==> config.mk <==
export PLATFORM = sky130hd
export DESIGN_NAME = uart_tx_sequencer
export DESIGN_NICKNAME = d
export VERILOG_FILES = /design/src/rtl/uart_tx_sequencer.sv
export SDC_FILE = /design/constraint.sdc
export NUM_CORES = 1
export LEC_CHECK = 0
export ABC_AREA = 1
export CAP_MARGIN = 30
export CORE_MARGIN = 5
export CORE_UTILIZATION = 42
export CTS_CLUSTER_SIZE = 30
export DETAILED_ROUTE_END_ITERATION = 12
export MAX_ROUTING_LAYER = met4
export PLACE_DENSITY_LB_ADDON = 0.2
export REMOVE_ABC_BUFFERS = 1
export SETUP_SLACK_MARGIN = 0.3
export SLEW_MARGIN = 10
export SYNTH_ARGS = -nofsm -noshare
export SYNTH_HDL_FRONTEND = slang
export SYNTH_SLANG_ARGS = --single-unit
==> constraint.sdc <==
create_clock -name clk -period 2.5 [get_ports clk]
set_clock_uncertainty 0.05 [all_clocks]
set_input_delay 0.25 -clock clk [delete_from_list [all_inputs] [get_ports clk]]
set_output_delay 0.25 -clock clk [all_outputs]
set_load 0.05 [all_outputs]
==> src/rtl/uart_tx_sequencer.sv <==
// uart_tx_sequencer
//
// Bus-master sequencer that drives the AHB UART peripheral over flat bus
// ports. After reset it writes the configuration register once. It then
// queues bytes from a streaming client in a small FIFO. For each queued byte it
// polls the UART status register until TX-ready is reported, and then writes
// the byte to the TX data register.
//
// Ports:
//   clk           system clock
//   nReset        asynchronous active-low reset
//   in_valid      client byte valid
//   in_data[7:0]  client byte
//   in_ready      FIFO can accept (push on in_valid && in_ready at posedge)
//   cfg_start     re-configuration request pulse, honoured only in IDLE
//   wen / ren     bus write / read request
//   addr[31:0]    bus offset address
//   wdata[31:0]   bus write data
//   strobe[3:0]   byte enables
//   rdata[31:0]   bus read data
//   request_stall peripheral wait state
//   error         peripheral error, sampled at completion
//   busy          not IDLE, or FIFO non-empty
//   err_sticky    set on any errored completion, cleared only by reset
//   fifo_count    current FIFO occupancy (0..DEPTH)

module uart_tx_sequencer #(
  parameter int unsigned DEPTH        = 4,
  parameter logic [31:0] CFG_ADDR     = 32'd24,
  parameter logic [31:0] CFG_VALUE    = 32'h0000_000F,
  parameter logic [31:0] TX_ADDR      = 32'd0,
  parameter logic [31:0] STATUS_ADDR  = 32'd4,
  parameter int unsigned TX_READY_BIT = 0
) (
  input  logic                     clk,
  input  logic                     nReset,
  input  logic                     in_valid,
  input  logic [7:0]               in_data,
  output logic                     in_ready,
  input  logic                     cfg_start,
  output logic                     wen,
  output logic                     ren,
  output logic [31:0]              addr,
  output logic [31:0]              wdata,
  output logic [3:0]               strobe,
  input  logic [31:0]              rdata,
  input  logic                     request_stall,
  input  logic                     error,
  output logic                     busy,
  output logic                     err_sticky,
  output logic [$clog2(DEPTH):0]   fifo_count
);

  localparam int unsigned PTR_W = $clog2(DEPTH);
  localparam int unsigned CNT_W = PTR_W + 1;
  localparam logic [CNT_W-1:0] FULL_COUNT = CNT_W'(DEPTH);

  // S_RETRY and S_ARM are the mandatory idle cycle after a status poll;
  // they differ only in where the sequencer goes next.
  typedef enum logic [2:0] {
    S_CFG,
    S_IDLE,
    S_POLL,
    S_RETRY,
    S_ARM,
    S_PUSH
  } state_t;

  state_t             state_q;
  state_t             state_d;
  logic               started_q;
  logic [7:0]         mem [DEPTH];
  logic [PTR_W-1:0]   wr_ptr_q;
  logic [PTR_W-1:0]   rd_ptr_q;
  logic [CNT_W-1:0]   count_q;
  logic [7:0]         head_q;
  logic               err_q;

  logic               push;
  logic               pop;
  logic               bus_active;
  logic               done;
  logic               tx_ready;
  logic               fifo_empty;
  logic               unused_rdata;

  assign in_ready     = (count_q != FULL_COUNT);
  assign push         = in_valid && in_ready;
  assign fifo_empty   = (count_q == '0);
  assign tx_ready     = rdata[TX_READY_BIT];
  assign unused_rdata = ^rdata;

  // The state register sits in CFG during reset, but the first request is only
  // raised once started_q has seen a clock edge after release. This keeps every
  // bus output low while nReset is asserted.
  assign bus_active = started_q &&
                      ((state_q == S_CFG) || (state_q == S_POLL) || (state_q == S_PUSH));
  assign done       = bus_active && !request_stall;
  assign pop        = done && (state_q == S_PUSH);

  // State register
  always_ff @(posedge clk or negedge nReset) begin
    if (!nReset) begin
      state_q   <= S_CFG;
      started_q <= 1'b0;
    end else begin
      state_q   <= state_d;
      started_q <= 1'b1;
    end
  end

  // Next-state logic
  always_comb begin
    state_d = state_q;
    case (state_q)
      S_CFG: begin
        if (done) state_d = S_IDLE;
      end
      S_IDLE: begin
        // A push in this cycle already counts as work, which gives the
        // one-cycle push-to-read latency.
        if (cfg_start)                 state_d = S_CFG;
        else if (!fifo_empty || push)  state_d = S_POLL;
      end
      S_POLL: begin
        if (done) begin
          if (!error && tx_ready) state_d = S_ARM;
          else                    state_d = S_RETRY;
        end
      end
      S_RETRY: state_d = S_POLL;
      S_ARM:   state_d = S_PUSH;
      S_PUSH: begin
        if (done) state_d = S_IDLE;
      end
      default: state_d = S_CFG;
    endcase
  end

  // Output logic
  always_comb begin
    wen    = 1'b0;
    ren    = 1'b0;
    addr   = '0;
    wdata  = '0;
    strobe = '0;
    if (started_q) begin
      case (state_q)
        S_CFG: begin
          wen    = 1'b1;
          addr   = CFG_ADDR;
          wdata  = CFG_VALUE;
          strobe = 4'hF;
        end
        S_POLL: begin
          ren  = 1'b1;
          addr = STATUS_ADDR;
        end
        S_PUSH: begin
          wen    = 1'b1;
          addr   = TX_ADDR;
          wdata  = {24'b0, head_q};
          strobe = 4'h1;
        end
        default: ;
      endcase
    end
  end

  assign busy       = (started_q && (state_q != S_IDLE)) || !fifo_empty;
  assign err_sticky = err_q;
  assign fifo_count = count_q;

  // FIFO storage has no reset; the pointers being cleared is what empties it.
  always_ff @(posedge clk) begin
    if (push) mem[wr_ptr_q] <= in_data;
  end

  // FIFO pointers and occupancy. The pointers wrap naturally because DEPTH is a
  // power of two.
  always_ff @(posedge clk or negedge nReset) begin
    if (!nReset) begin
      wr_ptr_q <= '0;
      rd_ptr_q <= '0;
      count_q  <= '0;
    end else begin
      if (push) wr_ptr_q <= wr_ptr_q + PTR_W'(1);
      if (pop)  rd_ptr_q <= rd_ptr_q + PTR_W'(1);
      case ({push, pop})
        2'b10:   count_q <= count_q + CNT_W'(1);
        2'b01:   count_q <= count_q - CNT_W'(1);
        default: count_q <= count_q;
      endcase
    end
  end

  // The head byte is latched during S_ARM, so it is frozen for the whole
  // S_PUSH request. The FIFO is non-empty here, so a concurrent push can never
  // target the head slot.
  always_ff @(posedge clk or negedge nReset) begin
    if (!nReset) begin
      head_q <= '0;
      err_q  <= 1'b0;
    end else begin
      if (state_q == S_ARM) head_q <= mem[rd_ptr_q];
      if (done && error)    err_q  <= 1'b1;
    end
  end

endmodule

# Word-level counts from Yosys, hierarchy flattened
# Memory sizes are Yosys's and may differ from the RTL's. A register that Yosys moved wholly into a read port is not among the register bits.
# Cells that the tools add are included.
# Widths: inputs -> output; s select.
[totals]
ram_bits = 32
ff_bits = 12
input_bits = 46
wordCells = 62
mem_count = 1
[op_classes]
n_addsub = 4
n_reduce_logical = 20
n_eq_ne = 12
mux = 19
[memory_table]
columns = ["memory", "words", "width", "read_ports", "rd_clocked_by_memory_dff", "wr", "line", "rtl"]
rows = [
  ["mem", 4, 8, 1, 1, 1, "72", "logic [7:0] mem [DEPTH];"],
]
[ops]
columns = ["cell", "count"]
rows = [
  ["$pmux 8 s2", 1],
  ["$mux 3", 5],
  ["$pmux 3 s5", 1],
  ["$pmux 5 s2", 1],
  ["$mux 8", 1],
  ["$pmux 4 s2", 1],
  ["$logic_and 1x1->1", 7],
  ["$eq 3x2->1 const B", 2],
  ["$eq 3x3->1 const B", 2],
  ["$logic_not 3->1", 2],
  ["$mux 1", 6],
  ["$ne 3x3->1 const B", 2],
  ["$pmux 3 s2", 1],
  ["$mux 5", 1],
  ["$add 2x1->2 const B", 2],
  ["$logic_not 1->1", 4],
  ["$logic_or 1x1->1", 4],
  ["$mux 4", 1],
  ["$add 3x1->3 const B", 1],
  ["$eq 3x1->1 const B", 1],
  ["$ne 3x1->1 const B", 1],
  ["$reduce_and 3->1", 1],
  ["$sub 3x1->3 const B", 1],
  ["$eq 2x1->1 const B", 1],
  ["5 further kinds", 5],
]

# Longest topological paths before layout
# Gate-level depths: netlist of the first run.
[logic_depth]
ltp_word = 8
mapped_depth = 10
ltp_nobuf = 10

# Worst setup path after synthesis of the first run
# Ideal clock, no wire load.
[synth_path]
kind = "reg2reg"
startpoint = "register count_q[2], in the netlist fifo_count[2]"
endpoint = "register count_q[2], in the netlist fifo_count[2]"
arrival_time_ns = 2.361
path_stages_with_launch = 10
required_ns = 2.308
setup_slack_ns = -0.053
period_less_slack_ns = 2.553
setup_ns = 0.142
n_path_buf = 0
path_cell_list = "dfrtp_1 -> nand3_1 -> nand2_2 -> ha_1 -> inv_1 -> fa_1 -> nor2_1 -> nor2_1 -> nand2_1 -> xnor2_1"
[synth_between]
elab_chain_len = 4
elab_cells_between_ends = 8
cone_classes = "add/sub (2); eq/ne (3); mux (1); reduce/logical (2)"
[synth_rtl]
columns = ["item", "line", "rtl"]
rows = [
  ["start, declared", "75", "logic [CNT_W-1:0] count_q;"],
  ["start signal, assigned", "190", "2'b10: count_q <= count_q + CNT_W'(1);"],
  ["start signal, assigned", "191", "2'b01: count_q <= count_q - CNT_W'(1);"],
  ["start signal, assigned", "192", "default: count_q <= count_q;"],
  ["$ne 3x3->1 (*)", "87", "assign in_ready = (count_q != FULL_COUNT);"],
  ["named net in_ready", "39", "output logic in_ready,"],
  ["$logic_and 1x1->1 (*)", "88", "assign push = in_valid && in_ready;"],
  ["$eq 2x1->1 / $eq 2x2->1 (equally long branches)", "189", "case ({push, pop})"],
  ["$pmux 3 s2 / $reduce_bool 2->1 (equally long branches)", "--", ""],
]
# The timed path passes the listed nets; every way through them passes the cells marked *.
# A chain may end at the register's enable or synchronous reset.

# Worst setup path in the final report of the first run
[layout_path]
startpoint = "register state_q[0]"
endpoint = "output port addr[4]"
[layout_between]
elab_chain_len = 3
elab_cells_between_ends = 4
cone_classes = "eq/ne (1); mux (2); reduce/logical (1)"
[layout_rtl]
columns = ["item", "line", "rtl"]
rows = [
  ["start, declared", "69", "state_t state_q;"],
  ["start signal, assigned", "107", "state_q <= state_d;"],
  ["$eq 3x2->1 / $logic_not 3->1 (equally long branches)", "148", "case (state_q)"],
  ["$pmux 5 s2 (*)", "148", ""],
  ["$mux 5 (*)", "147", "if (started_q) begin"],
  ["end, declared", "43", "output logic [31:0] addr,"],
]
# Mark *: on every way between the ends. The rest lies on a longest branch, timed or not.

==> qor.txt, run 1 <==
Fillers = 639
crit path launch type = flip-flop
CTS sink count = 52
clock share of power = 13.7%
Cell Pwr Density = 1183 mW/mm^2
layout cell share with drive strength beyond 1 = 12.50%
top cells by area, synth = edfxtp_1 (34%), dfrtp_1 (18%), buf_4 (16%)
WP data arrival = 1.82 ns
die area = 0.008380 mm^2
slew of the pin with the lowest slew margin = 0.4989 ns
drt pass-1 iters = 4
Synth top cells by count = buf_4 (59), nand2_1 (53), nor2_1 (52)
RSZ-0062 raised after global routing = yes
synthesized instance count = 302
Post-DP HPWL = 3719 um
vias in the first global route = 1689
Worst R2R Start = state_q[1]
Post-synth ARST share = 38.46%
CP endpoint kind = output pin
Via-to-Cell Ratio = 4.316
Die W = 91.54 um
gr usage total = 12.36%
Critical Path, Cell by Cell = nor2_2 > nand2_1 > nor2_1 > clkdlybuf4s15_1
Clock transition at path regs = 0.10 ns
Placed Instances = 413
share of power burned in registers = 36.6%
Die Ht = 91.54 um
Worst VDD drop = 395.2 uV
most frequent cell after synthesis = buf_4
CTS root buf = clkbuf_8
CTS tree = built
Avg Inst Size Synth = 9.247 um^2
Pwr Total = 3669 uW
Hold Path Class = in2async
Cell Rows = 29
Vias = 1817
final setup fails = 0
sequential share of the synthesized area = 52.33%
largest net degree at the start of global routing = 21
max incr delay on CP = 0.52 ns
Critical Path RT = 2.20 ns
fmax = 471.2 MHz
Iteration-0 DRC Markers = 74
worst-skew pair later-pin latency = 0.30 ns
io pins = 122
Fin Setup TNS = 0 ns
Routed WL = 4941 um
Yosys top cell area share = 34.41%
Post-Layout Cell Count = 421
P_int = 1894 uW
Buffers on Ports = 37
Antenna diodes = 0
Pins Over Slew Limit = 0
status = completed
first-pass GRT wire length = 8024 um
Core Region = 0.006422 mm^2
DR WL/cell = 11.74 um
Relative slew margins = 66.64%
CTS Buffer Depth = 2
routability cong. = 0.8049
#FFs+latches synth = 52
Final period util = 84.90%
P_leak = 0.001466 uW
initial antenna violation count = 0
Sw Share = 48.38%
clock buffer count from CTS = 5
Crit-path slowest cell = clkdlybuf4s15_1
post-synthesis cell area = 0.002793 mm^2
Layout area overhead = 11.02%
Final ANT Viol Nets = 0
initial cell density of the core = 43.48%
Setup crit start = state_q[0]
Tmin final = 2.122 ns
DRC = 0
GR Overflow Total = 0
Main synth FF type = edfxtp_1
synth unique cells = 24
WS Path Type = reg2out
nets@finish = 395
Yosys top cell by area = edfxtp_1
htree depth = 2
Switch Pwr = 1775 uW
total of warnings raised by yosys = 0
Comb power frac = 49.7%
Crit Path Max Fanout = 6
number of flops mapped to enable cells by yosys = 32
Max-cap violations = 0
Final Hold Fails = 0
-- kinds of logic (layout without fill, tap and decap cells) --
family                   after synthesis  in the layout  synth area share (%)
AND/OR/NAND/NOR                      126            126                 18.64
buffers and inverters                 86             76                 19.58
flip-flops                            52             52                 52.33
AO/OA/AOI/OAI                         25             25                 4.659
adder cells (fa/ha/maj)                6              6                 2.957
XOR/XNOR                               5              5                 1.568
other                                  2             54                0.2689
-- worst paths after layout --
check,cells after the start,slack [ns],end
max,4,0.38,addr[4]
min,2,0.22,fifo_count[0]
max reg2reg,10,0.51,fifo_count[2]
min reg2reg,1,0.41,err_sticky
max in group asynchronous,2,1.97,head_q[0]
min in group clk,1,0.41,err_sticky
-- final cells by class --
class                   instances  area (um^2)  area share [%]
flip-flops and latches         52         1461           47.13
repair buffers                 43        371.6           11.99
well taps                      77        96.34           3.107
inverters                      25        93.84           3.027
clock buffers                   5        68.82           2.220
multi-input cells             216        979.7           31.60
clock inverters                 3        28.78          0.9282
-- routing by layer --
layer,global-route usage (%),vias to the layer above,part of all wire (%)
met4,3.769,0,1.3
met3,3.140,8,9.5
met1,14.36,803,44
met2,21.00,81,45
met5,-,-,0
li1,-,925,-
-- per-stage QoR --
step	hold slack (ns)	setup WS, ns	utilization, %	cell area, um^2
global placement	0.3932	0.3867	47.05	3022
detailed placement	0.3948	0.3627	47.05	3022
finish	0.2238	0.3775	48.28	3100
global route	0.2531	0.2547	48.28	3100
floorplan	-0.09559	-0.4131	-	2535
CTS	0.2305	0.3201	48.41	3109
-- placed cells by master (no fill, tap or decap), types with 3 or more instances in the layout --
master           synthesis  layout
clkbuf_2                 0       3
nor2_2                   3       3
nand2_2                  5       5
inv_2                    6       6
edfxtp_1                32      32
dlygate4sd2_1            0       3
nand3_1                  8       8
inv_1                   19      19
nand2_1                 53      53
o21ai_0                  7       7
conb_1                   2      54
dfrtp_1                 20      20
buf_4                   59      16
ha_1                     5       5
nor2_1                  52      52
clkbuf_8                 0       5
o21ai_1                 11      11
clkdlybuf4s50_1          0      19
a21oi_1                  5       5
xor2_1                   3       3
nor3_1                   3       3
-- critical path, delay by kind of cell, from the launching register on --
kind,cells,cell delay [ns]
buffers and inverters,1,0.52
DFF,1,0.47
and+or+nand+nor,3,0.53
-- power by group through the flow --
stage / clock network, uW / registers (uW) / logic [uW]
2_1_floorplan: 0 / 1430 / 1260
3_5_place_dp: 0 / 1360 / 1870
4_1_cts: 524 / 1350 / 1840
5_1_grt: 552 / 1380 / 2020
3_3_place_gp: 0 / 1360 / 1860
6_report: 504 / 1340 / 1820
-- repair_timing --
item	in CTS	in global routing
setup buffers	0	0
cloned	0	0
endpoints found under the setup margin	8	5
hold buffers	0	0
resized for setup	8	8
pin swaps	0	0
-- registers in the layout (all words and copies together) (netlist names) --
register and flops:
err_sticky 1, fifo_count 3, head_q 8, mem 32
rd_ptr_q 2, started_q 1, state_q 3, wr_ptr_q 2
Note: power is estimated with default switching activity, not from simulation.
==> inputs of run 2 (changes only) <==
==> constraint.sdc (replaced) <==
create_clock -name clk -period 2.1 [get_ports clk]
set_clock_uncertainty 0.05 [all_clocks]
set_input_delay 0.21 -clock clk [delete_from_list [all_inputs] [get_ports clk]]
set_output_delay 0.21 -clock clk [all_outputs]
set_load 0.05 [all_outputs]
==> run 2 against run 1 <==
  * Final cell count up 3.8%
  * Die area did not move
  * Highest routed layer unchanged
  * Clock power up 19%
  * Sequential power is 19% higher
  * Combinational power grew 55%
  * Via count rose by 7.1%
  * Largest cell class unchanged
  * Utilization rose by 6.7 points
  * Total power increased by 37%
==> qor.txt, run 2 (same netlist as run 1, synthesis figures left out) <==
worst-skew pair later-pin latency = 0.30 ns (about the same)
Buffers on Ports = 37 (unchanged)
slew of the pin with the lowest slew margin = 0.5043 ns (+0.005477 ns)
Tmin final = 1.739 ns
Core Region = 0.006422 mm^2 (unchanged)
commonest non-fill, non-tap cell in the layout = conb_1
Crit Path Max Fanout = 2 (-4)
die area = 0.008380 mm^2 (unchanged)
post-route cell area = 0.003531 mm^2 (+14%)
Post-DP HPWL = 3818 um (+2.7%)
Via-to-Cell Ratio = 4.453 (+3.2%)
htree depth = 2 (unchanged)
RSZ-0062 raised after global routing = yes
Vias = 1946 (+7.1%)
Fin Setup TNS = 0 ns (unchanged)
Worst VDD drop = 501.8 uV (+27%)
nets@finish = 411 (+4.1%)
first-pass GRT wire length = 8562 um (+6.7%)
Pwr Total = 5010 uW (+37%)
gr usage total = 12.99% (+0.63 points)
Hold Path Class = in2async
max FFs per register = 32 (unchanged)
largest reg by FF count = mem
Reg area = 0.001465 mm^2 (+0.26%)
biggest regs = mem: 32 flops, head_q: 8 flops
Pins Over Slew Limit = 0 (unchanged)
clock buffer count from CTS = 5 (unchanged)
Final ANT Viol Nets = 0 (unchanged)
P_leak = 0.001599 uW (+9.1%)
Die W = 91.54 um (unchanged)
Critical Path RT = 1.84 ns (-0.36 ns)
DP Area = 0.003202 mm^2 (+6.0%)
Iteration-0 DRC Markers = 97 (+31%)
Cell Rows = 29 (unchanged)
routability cong. = 0.8160 (+1.4%)
layout cell share with drive strength beyond 1 = 24.17% (+12 points)
Crit-path slowest cell = clkdlybuf4s50_1
WS Path Type = reg2out
CTS sink count = 52 (unchanged)
Final Hold Fails = 0 (unchanged)
Layout area overhead = 26.43%
fmax = 575.1 MHz
status = completed
CTS Buffer Depth = 2 (unchanged)
vias in the first global route = 1806 (+6.9%)
Clock transition at path regs = 0.10 ns (about the same)
initial antenna violation count = 0 (unchanged)
Antenna diodes = 0 (unchanged)
CP delay by family, top = buffers and inverters
Max-cap violations = 0 (unchanged)
Relative slew margins = 66.27% (-0.37 points)
CP endpoint kind = output pin
largest net degree at the start of global routing = 21 (unchanged)
max incr delay on CP = 0.81 ns (+0.29 ns)
crit path launch type = flip-flop
Cell Pwr Density = 1419 mW/mm^2 (+20%)
CTS tree = built
GR Overflow Total = 0 (unchanged)
commonest non-fill, non-tap cells in the layout = conb_1 (54), nand2_1 (49), nor2_1 (43)
DR WL/cell = 12.05 um (+2.7%)
final setup fails = 0 (unchanged)
Routed WL = 5267 um (+6.6%)
Fillers = 572 (-10%)
WP data arrival = 1.48 ns (-0.34 ns)
Die Ht = 91.54 um (unchanged)
CTS root buf = clkbuf_8
area of the multi-input gates = 0.001114 mm^2 (+14%)
initial cell density of the core = 43.48% (unchanged)
Post-CTS Hold Buffers = 0 (unchanged)
drt pass-1 iters = 4 (unchanged)
DRC = 0 (unchanged)
Final period util = 82.80%
Critical Path, Cell by Cell = clkdlybuf4s50_1
io pins = 122 (unchanged)
WP buf/inv = 1 (unchanged)
run 2: cell types whose count changed in the layout (fill, tap and decap cells not counted), sizes merged:
| cell | delta |
|---|---|
| clkdlybuf4s50 | -4 |
| dlygate4sd2 | +1 |
| clkbuf | -3 |
| clkdlybuf4s15 | -2 |
| buf | +24 |
run 2: repair_timing:
| action | 4_1_cts | 5_1_grt |
|---|---|---|
| buffers inserted | 6 | 5 |
| setup endpoints to repair | 20 | 14 |
| pin swaps | 2 | 9 |
| resized for setup | 13 | 35 |
run 2: power by group:
group / internal (uW) / switching (uW)
combinational: 1010 / 1810
sequential: 1390 / 197
clock: 252 / 350
run 2: stage by stage:
stage	hold WS, ns	worst slack [ns]	utilization [%]	instances
after floorplan	-0.1356	-0.7731	-	293
after global placement	0.3958	0.06711	49.85	418
after detailed placement	0.3963	0.06045	49.85	418
after CTS	0.1841	0.2439	52.31	432
after global routing	0.1964	0.2659	54.98	437
final	0.1847	0.3612	54.98	437
run 2: final timing paths:
path,cells past startpoint,slack (ns),from,end
worst max-delay path,1,0.36,err_sticky,err_sticky
worst min-delay path,2,0.18,nReset,fifo_count[1]
worst max register to register,10,0.38,state_q[1],fifo_count[2]
worst min register to register,1,0.42,err_sticky,err_sticky
max in group asynchronous,2,1.59,nReset,state_q[2]
min in group clk,1,0.42,err_sticky,err_sticky
run 2: final cells by class:
cell class	instances	share of cell area, %
Sequential cell	52	41.50
Multi-Input combinational cell	216	31.54
Timing Repair Buffer	59	18.67
Inverter	25	2.799
Tap cell	77	2.729
Clock buffer	5	1.949
Clock inverter	3	0.8150
run 2: metal layers:
metal | up-vias | track usage [%] | wire length [um]
li1 | 960 | - | -
met5 | - | - | 0
met4 | 0 | 3.894 | 68
met3 | 8 | 3.719 | 529
met1 | 883 | 14.74 | 2192
met2 | 95 | 22.22 | 2478
==> inputs of run 3 (changes only) <==
==> constraint.sdc (replaced) <==
create_clock -name clk -period 1.65 [get_ports clk]
set_clock_uncertainty 0.05 [all_clocks]
set_input_delay 0.165 -clock clk [delete_from_list [all_inputs] [get_ports clk]]
set_output_delay 0.165 -clock clk [all_outputs]
set_load 0.05 [all_outputs]
==> run 3 against run 2 <==
  * Combinational power rose by 58%
  * Sequential power increased by 23%
  * The flow now finishes with violations (negative setup slack)
  * Wire length increased by 7.4%
  * Die area stayed put
  * Clock power increased by 14%
  * Global-route usage up 0.90 points
  * Sequential share of layout area is 3.8 points lower
  * Via count up 3.9%
  * Total power is 42% higher
==> qor.txt, run 3 (same netlist as run 1, synthesis figures left out) <==
crit path launch type = flip-flop
Reg area = 0.001461 mm^2 (-0.26%)
nets@finish = 427 (+3.9%)
DRC = 0 (unchanged)
final setup fails = 17 (+17)
largest reg by FF count = mem
Cell Rows = 29 (unchanged)
Critical Path, Cell by Cell = buf_6 > nor2_4 > nand2_2 > nand2_4 > nand2_8 > nor2_4 > buf_12
CP endpoint kind = output pin
Via-to-Cell Ratio = 4.461 (+0.19%)
commonest non-fill, non-tap cell in the layout = conb_1
drt pass-1 iters = 4 (unchanged)
Buffers on Ports = 37 (unchanged)
Pins Over Slew Limit = 0 (unchanged)
GR Overflow Total = 0 (unchanged)
initial antenna violation count = 0 (unchanged)
Crit Path Max Fanout = 5 (+3)
Worst VDD drop = 902.3 uV (+80%)
fmax = 578.9 MHz
Hold Path Class = in2async
Crit-path slowest cell = dfrtp_1
Die W = 91.54 um (unchanged)
status = finished with violations
Antenna diodes = 0 (unchanged)
WP depth = 7 (+6)
Cell Pwr Density = 1835 mW/mm^2 (+29%)
htree depth = 2 (unchanged)
vias in the first global route = 1948 (+7.9%)
Most common cell on crit path = nor2_4
die area = 0.008380 mm^2 (unchanged)
Final ANT Viol Nets = 0 (unchanged)
layout cell share with drive strength beyond 1 = 31.91% (+7.7 points)
WP data arrival = 1.51 ns (+0.03 ns)
Critical Path RT = 1.43 ns (-0.41 ns)
CTS Buffer Depth = 2 (unchanged)
WS Path Type = reg2out
Final WS setup = -0.07734 ns (-0.4385 ns)
P_leak = 0.001734 uW (+8.5%)
commonest non-fill, non-tap cells in the layout = conb_1 (54), nand2_1 (46), nor2_1 (40)
Vias = 2021 (+3.9%)
RSZ-0062 raised after global routing = yes
initial cell density of the core = 43.48% (unchanged)
failing checks = negative setup slack
Layout area overhead = 38.66%
Core Region = 0.006422 mm^2 (unchanged)
Final period util = 104.7%
Clock transition at path regs = 0.09 ns (about the same)
Post-DP HPWL = 4091 um (+7.2%)
WP buf/inv = 2 (+1)
area of the multi-input gates = 0.001219 mm^2 (+9.4%)
clock buffer count from CTS = 5 (unchanged)
gr usage total = 13.90% (+0.90 points)
worst-skew pair later-pin latency = 0.30 ns (about the same)
CP delay by family, top = simple AND/OR/NAND/NOR gates
CTS root buf = clkbuf_8
biggest regs = mem: 32 flops, head_q: 8 flops
max FFs per register = 32 (unchanged)
largest net degree at the start of global routing = 21 (unchanged)
DR WL/cell = 12.48 um (+3.6%)
Final Hold Fails = 0 (unchanged)
R2R cell count = 10 (unchanged)
CTS sink count = 52 (unchanged)
Final Core Density = 60.30% (+5.3 points)
Routed WL = 5655 um (+7.4%)
max incr delay on CP = 0.41 ns (-0.40 ns)
io pins = 122 (unchanged)
Die Ht = 91.54 um (unchanged)
Tmin final = 1.727 ns
CTS tree = built
Max-cap violations = 0 (unchanged)
Pwr Total = 7104 uW (+42%)
first-pass GRT wire length = 9163 um (+7.0%)
Fillers = 532 (-7.0%)
routability cong. = 0.8001 (-1.9%)
Iteration-0 DRC Markers = 58 (-40%)
## run 3: per-stage QoR
stage	TNS, ns	cells	setup slack [ns]	instance area [um^2]	hold slack (ns)
4_1_cts	-1.049	446	-0.1009	3642	0.1535
3_5_place_dp	-0.4123	435	-0.2411	3392	0.4069
6_report	-0.6869	453	-0.07734	3872	0.1442
2_1_floorplan	-29.59	293	-1.178	2535	-0.1806
3_3_place_gp	-0.3464	435	-0.2175	3392	0.3928
5_1_grt	-2.331	453	-0.1636	3872	0.1673
## run 3: layout make-up
type                            instances  share of cell area, %
Clock inverter                          2                 0.2908
Multi-Input combinational cell        216                  31.47
Timing Repair Buffer                   75                  22.97
Tap cell                               77                  2.488
Sequential cell                        52                  37.74
Clock buffer                            6                  1.874
Inverter                               25                  3.166
## run 3: layer usage
metal	wire length [um]	vias to the layer above	track usage [%]
met5	0	-	-
met4	62	0	3.769
met3	457	5	2.975
met2	2832	83	23.55
met1	2302	937	16.75
li1	-	996	-
## run 3: worst register-to-register path, delay by kind of cell, from the launching register on
kind / cells / cell delay [ns]
buffers and inverters: 2 / 0.17
and+or+nand+nor: 5 / 0.40
DFF: 1 / 0.36
adders and majority gates: 2 / 0.48
xor gates and xnor gates: 1 / 0.11
## run 3: where the power goes
group          internal (uW)  switching, uW  leakage [uW]
clock network            298            388     0.0000455
registers               1760            196      0.000535
logic                   1790           2670       0.00115
total                   3850           3260       0.00173
## run 3: path summary, 6_finish.rpt
path | start | end | slack, ns
max | state_q[2] | wdata[1] | -0.08
min | nReset | fifo_count[0] | 0.14
max reg2reg | state_q[0] | fifo_count[2] | 0.01
min reg2reg | err_sticky | err_sticky | 0.42
max in group asynchronous | nReset | head_q[0] | 1.19
min in group clk | err_sticky | err_sticky | 0.42
## run 3: timing repair
| action | 4_1_cts | 5_1_grt |
|---|---|---|
| pin swaps | 6 | 13 |
| endpoints found under the setup margin | 56 | 65 |
| endpoints found under the hold margin | 0 | 0 |
| hold buffers | 0 | 0 |
| resized for setup | 43 | 41 |
| buffers inserted | 3 | 7 |
